File: config.mk
export PLATFORM = sky130hd
export DESIGN_NAME = hex_piso_tx
export DESIGN_NICKNAME = d
export VERILOG_FILES = /design/src/rtl/hex_piso_tx.sv
export SDC_FILE = /design/constraint.sdc
export NUM_CORES = 1
export LEC_CHECK = 0
export CAP_MARGIN = 0
export CORE_MARGIN = 1
export CORE_UTILIZATION = 45
export CTS_CLUSTER_SIZE = 14
export DETAILED_ROUTE_END_ITERATION = 7
export HOLD_SLACK_MARGIN = 0.06
export PLACE_DENSITY = 0.79
export SYNTH_ARGS = -nofsm -noshare
export SYNTH_HDL_FRONTEND = slang
export SYNTH_SLANG_ARGS = --single-unit
File: constraint.sdc
create_clock -name CLK -period 2.2 [get_ports CLK]
set_clock_uncertainty 0.1 [all_clocks]
set_input_delay 0.33 -clock CLK [delete_from_list [all_inputs] [get_ports CLK]]
set_output_delay 0.33 -clock CLK [all_outputs]
set_load 0.02 [all_outputs]
File: src/rtl/hex_piso_tx.sv
// Parallel-in serial-out transmitter: captures a WIDTH-bit word on START and shifts it out MSB-first
// with a generated SCLK and active-low frame select. Define HEX_PISO_PARITY_EN to append an even-parity bit.
module hex_piso_tx #(
  parameter int WIDTH = 6,
  parameter int HALF  = 2
) (
  input  logic             CLK,
  input  logic             CLR,
  input  logic [WIDTH-1:0] D,
  input  logic             START,
  output logic             SDO,
  output logic             SCLK,
  output logic             FRAME_N,
  output logic             BUSY,
  output logic             DONE
);

`ifdef HEX_PISO_PARITY_EN
  localparam int NBITS = WIDTH + 1;
`else
  localparam int NBITS = WIDTH;
`endif
  localparam int HALF_W = $clog2(HALF + 1);
  localparam int BIT_W  = $clog2(NBITS + 1);

  typedef enum logic [1:0] {
    S_IDLE  = 2'd0,
    S_SHIFT = 2'd1,
    S_DONE  = 2'd2
  } state_t;

  state_t                state_q, state_d;
  logic [NBITS-1:0]      shreg_q, shreg_d;
  logic [HALF_W-1:0]     half_cnt_q, half_cnt_d;
  logic [BIT_W-1:0]      bit_cnt_q, bit_cnt_d;
  logic                  sdo_q, sdo_d;
  logic                  sclk_q, sclk_d;
  logic                  frame_n_q, frame_n_d;
  logic                  busy_q, busy_d;
  logic                  done_q, done_d;
  logic [NBITS-1:0]      shifted;

  // Word as it goes on the wire; the parity bit (when enabled) trails the data LSB.
  function automatic logic [NBITS-1:0] load_word(input logic [WIDTH-1:0] d);
`ifdef HEX_PISO_PARITY_EN
    return {d, ^d};
`else
    return d;
`endif
  endfunction

  assign shifted = shreg_q << 1;

  always_comb begin
    state_d    = state_q;
    shreg_d    = shreg_q;
    half_cnt_d = half_cnt_q;
    bit_cnt_d  = bit_cnt_q;
    sdo_d      = sdo_q;
    sclk_d     = sclk_q;
    frame_n_d  = frame_n_q;
    busy_d     = busy_q;
    done_d     = 1'b0;

    case (state_q)
      S_IDLE: begin
        sdo_d     = 1'b1;
        sclk_d    = 1'b0;
        frame_n_d = 1'b1;
        busy_d    = 1'b0;
        if (START) begin
          shreg_d    = load_word(D);
          sdo_d      = D[WIDTH-1];
          frame_n_d  = 1'b0;
          busy_d     = 1'b1;
          half_cnt_d = '0;
          bit_cnt_d  = '0;
          state_d    = S_SHIFT;
        end
      end

      S_SHIFT: begin
        if (half_cnt_q == HALF_W'(HALF - 1)) begin
          half_cnt_d = '0;
          if (!sclk_q) begin
            sclk_d = 1'b1;
          end else begin
            // End of the high phase: SDO moves only together with the SCLK fall.
            sclk_d = 1'b0;
            if (bit_cnt_q == BIT_W'(NBITS - 1)) begin
              sdo_d     = 1'b1;
              frame_n_d = 1'b1;
              done_d    = 1'b1;
              state_d   = S_DONE;
            end else begin
              bit_cnt_d = bit_cnt_q + BIT_W'(1);
              shreg_d   = shifted;
              sdo_d     = shifted[NBITS-1];
            end
          end
        end else begin
          half_cnt_d = half_cnt_q + HALF_W'(1);
        end
      end

      S_DONE: begin
        sdo_d     = 1'b1;
        sclk_d    = 1'b0;
        frame_n_d = 1'b1;
        busy_d    = 1'b0;
        state_d   = S_IDLE;
      end

      default: begin
        state_d   = S_IDLE;
        sdo_d     = 1'b1;
        sclk_d    = 1'b0;
        frame_n_d = 1'b1;
        busy_d    = 1'b0;
      end
    endcase
  end

  always_ff @(posedge CLK or negedge CLR) begin
    if (!CLR) begin
      state_q    <= S_IDLE;
      shreg_q    <= '0;
      half_cnt_q <= '0;
      bit_cnt_q  <= '0;
      sdo_q      <= 1'b1;
      sclk_q     <= 1'b0;
      frame_n_q  <= 1'b1;
      busy_q     <= 1'b0;
      done_q     <= 1'b0;
    end else begin
      state_q    <= state_d;
      shreg_q    <= shreg_d;
      half_cnt_q <= half_cnt_d;
      bit_cnt_q  <= bit_cnt_d;
      sdo_q      <= sdo_d;
      sclk_q     <= sclk_d;
      frame_n_q  <= frame_n_d;
      busy_q     <= busy_d;
      done_q     <= done_d;
    end
  end

  assign SDO     = sdo_q;
  assign SCLK    = sclk_q;
  assign FRAME_N = frame_n_q;
  assign BUSY    = busy_q;
  assign DONE    = done_q;

endmodule

==> flow_summary.yaml <==
critical_path:
  endpoint_kind: "output pin"
  cp_num_buf_inv: 1
  crit_required_ps: 1770
  max_stage_delay_ps: 600
  critical_path_class: "reg -> out"
  crit_slowest_cell: "clkdlybuf4s50_1"
  crit_chain: "clkdlybuf4s50_1"
  crit_family: "buffers and inverters"
  cp-start-kind: "flip-flop"
  critical_path_arrival_ps: 1440
  cp_max_fo: 2
clocking:
  cts_resized: 0
  cts_hold_buf: 0
  cts_setup_buffers: 0
  numClockSinks: 17
  insertion_delay_ps: 290
  numCtsBuffers: 3
  root_buffer: "clkbuf_4"
  cts_tree: "built"
  cts_buffer_depth: 2
  cts_htree_levels: 1
  clk_pin_slew_ps: 100
finish:
  antenna_cells: 0
  drive_gt1_frac: 0.144
  fin_cells: 115
  final_nets: 102
  syn_to_final_growth_pct: 21.5
synthesis:
  synth_area_leaders: "dfrtp_1 45%, dfstp_2 6.2%, a2bb2oi_1 4.2%"
  ys_seq_elements: 17
  yosysSeqAreaShare: 0.507
  synth_area_um2: 843
  synth_top_area_frac: 0.445
  synthArstFlopShare: 1.00
  synth_most_common_cell: "dfrtp_1"
  synth.top_cells.by_count: "15 x dfrtp_1, 5 x nand2_1, 5 x o22ai_1"
  synth_largest_area_cell: "dfrtp_1"
  ys_types: 29
  syn-instance-count: 74
  ys.flop_type: "dfrtp_1"
  synth_area_per_cell_um2: 11.4
  synth_nets: 85
  yosysWarningCount: 0
  synth_edf_count: 0
power:
  powerDensity_nw_per_um2: 1480
  vdd_drop_max_mv: 0.762
  leakage_uw: 0.000458
detailed_routing:
  firstDrtPassIters: 4
  antenna_left: 0
  drc: 0
  wirelength_mm: 1.63
  avgViaCountPerCell: 5.46
  wl_per_cell_um: 14.2
  drt_iter0_markers: 18
  vias: 628
sta:
  setup_viol: 0
  tightest_slew_ps: 528
  period_needed_ps: 1870
  fin_crit_sh: 0.849
  slew_violations: 0
  fin_tns_setup_ps: 0
  finalHoldViolCount: 0
  rsz0062_at_grt: "no"
  slew_headroom: 0.648
  maxClockFrequency_ghz: 0.536
floorplan:
  die_y_um: 45.3
  io_pins: 14
  initial_utilization: 0.483
  die-width_um: 45.3
  dieArea_um2: 2050
  core-area_um2: 1750
  rows: 15
global_route:
  grt_max_degree: 18
  grt_pass1_vias: 619
  grtUsageTotal: 0.198
  antenna_found_initial: 0
  grt_pass1_wl_mm: 2.77
  grt-ovfl-total: 0
place:
  dp_cells: 111
  routabilityCongestion: 0.809
  place.port_buffers: 13
  dp_hpwl_mm: 1.18
job:
  cap_violations: 0
outcome:
  status: "complete, no violations"
worst_hold_path:
  holdCritPathClass: "in -> async"
[power by group]
part	internal (uW)	switching [uW]	total (uW)	leakage, uW
logic	394	377	771	0.000238
clock network	67.6	96.7	164	0.0000177
registers	452	128	580	0.000202
[per-layer routing]
layer	wire, um	vias up	track usage
met1	799	302	0.276
li1	-	307	-
met5	0	-	0
met2	742	14	0.287
met3	54	5	0.0400
met4	37	0	0.109
[state kept, by name (all words and copies together) (netlist names)]
register and cells:
BUSY 1, DONE 1, FRAME_N 1, SCLK 1
SDO 1, bit_cnt_q 3, half_cnt_q 2, shreg_q 5
state_q 2
[worst register-to-register path, stage by stage, from the launching register on]
cell	delay (ps)
dfrtp_1	420
ha_1	240
and3_1	260
a211oi_2	500
o32ai_1	170
[area by class of cell]
cell class / instances / area [um^2]
multi-input combinational: 52 / 385
fill: 149 / 721
inverter: 2 / 7.51
clock inverter: 1 / 5.00
timing repair buffer: 15 / 145
tap: 25 / 31.3
sequential: 17 / 428
clock buffer: 3 / 22.5
[cells in the final DEF, fill, tap and decap left out, types with 2 or more instances in the layout]
master	instances
dfrtp_1	15
clkdlybuf4s50_1	13
nand2_1	5
o22ai_1	5
nor2b_1	4
or3b_1	4
a2bb2oi_1	4
a21oi_1	4
nor3_1	3
a21o_1	3
clkbuf_4	3
dfstp_2	2
inv_1	2
nor2_1	2
a31oi_1	2
o21ai_0	2
mux2i_1	2
ha_1	2
buf_4	2
[final timing paths]
kind	start	end	slack [ps]	depth (start not counted)
worst max-delay path	SDO	SDO	330	1
worst min-delay path	CLR	bit_cnt_q[2]	250	2
worst max register to register	bit_cnt_q[0]	shreg_q[0]	370	4
worst min register to register	bit_cnt_q[0]	bit_cnt_q[0]	430	1
max in group asynchronous	CLR	FRAME_N	1490	2
min in group CLK	bit_cnt_q[0]	bit_cnt_q[0]	430	1
[stage by stage]
step	area (um^2)	total power [uW]	util	worst slack [ps]	hold WS, ps
floorplan	843	1140	-	591	-65.6
global route	1020	1630	0.587	260	287
global placement	997	1330	0.571	454	401
finish	1020	1520	0.587	333	253
detailed placement	997	1360	0.571	377	413
CTS	1020	1520	0.587	322	260
[cell families after synthesis]
family                   synth area share
multiplexers                       0.0237
AO/OA/AOI/OAI                       0.194
flip-flops                          0.507
AND/OR/NAND/NOR                     0.199
buffers and inverters              0.0356
XOR/XNOR                           0.0104
adder cells (fa/ha/maj)            0.0297
(Power assumes the default switching activity.)
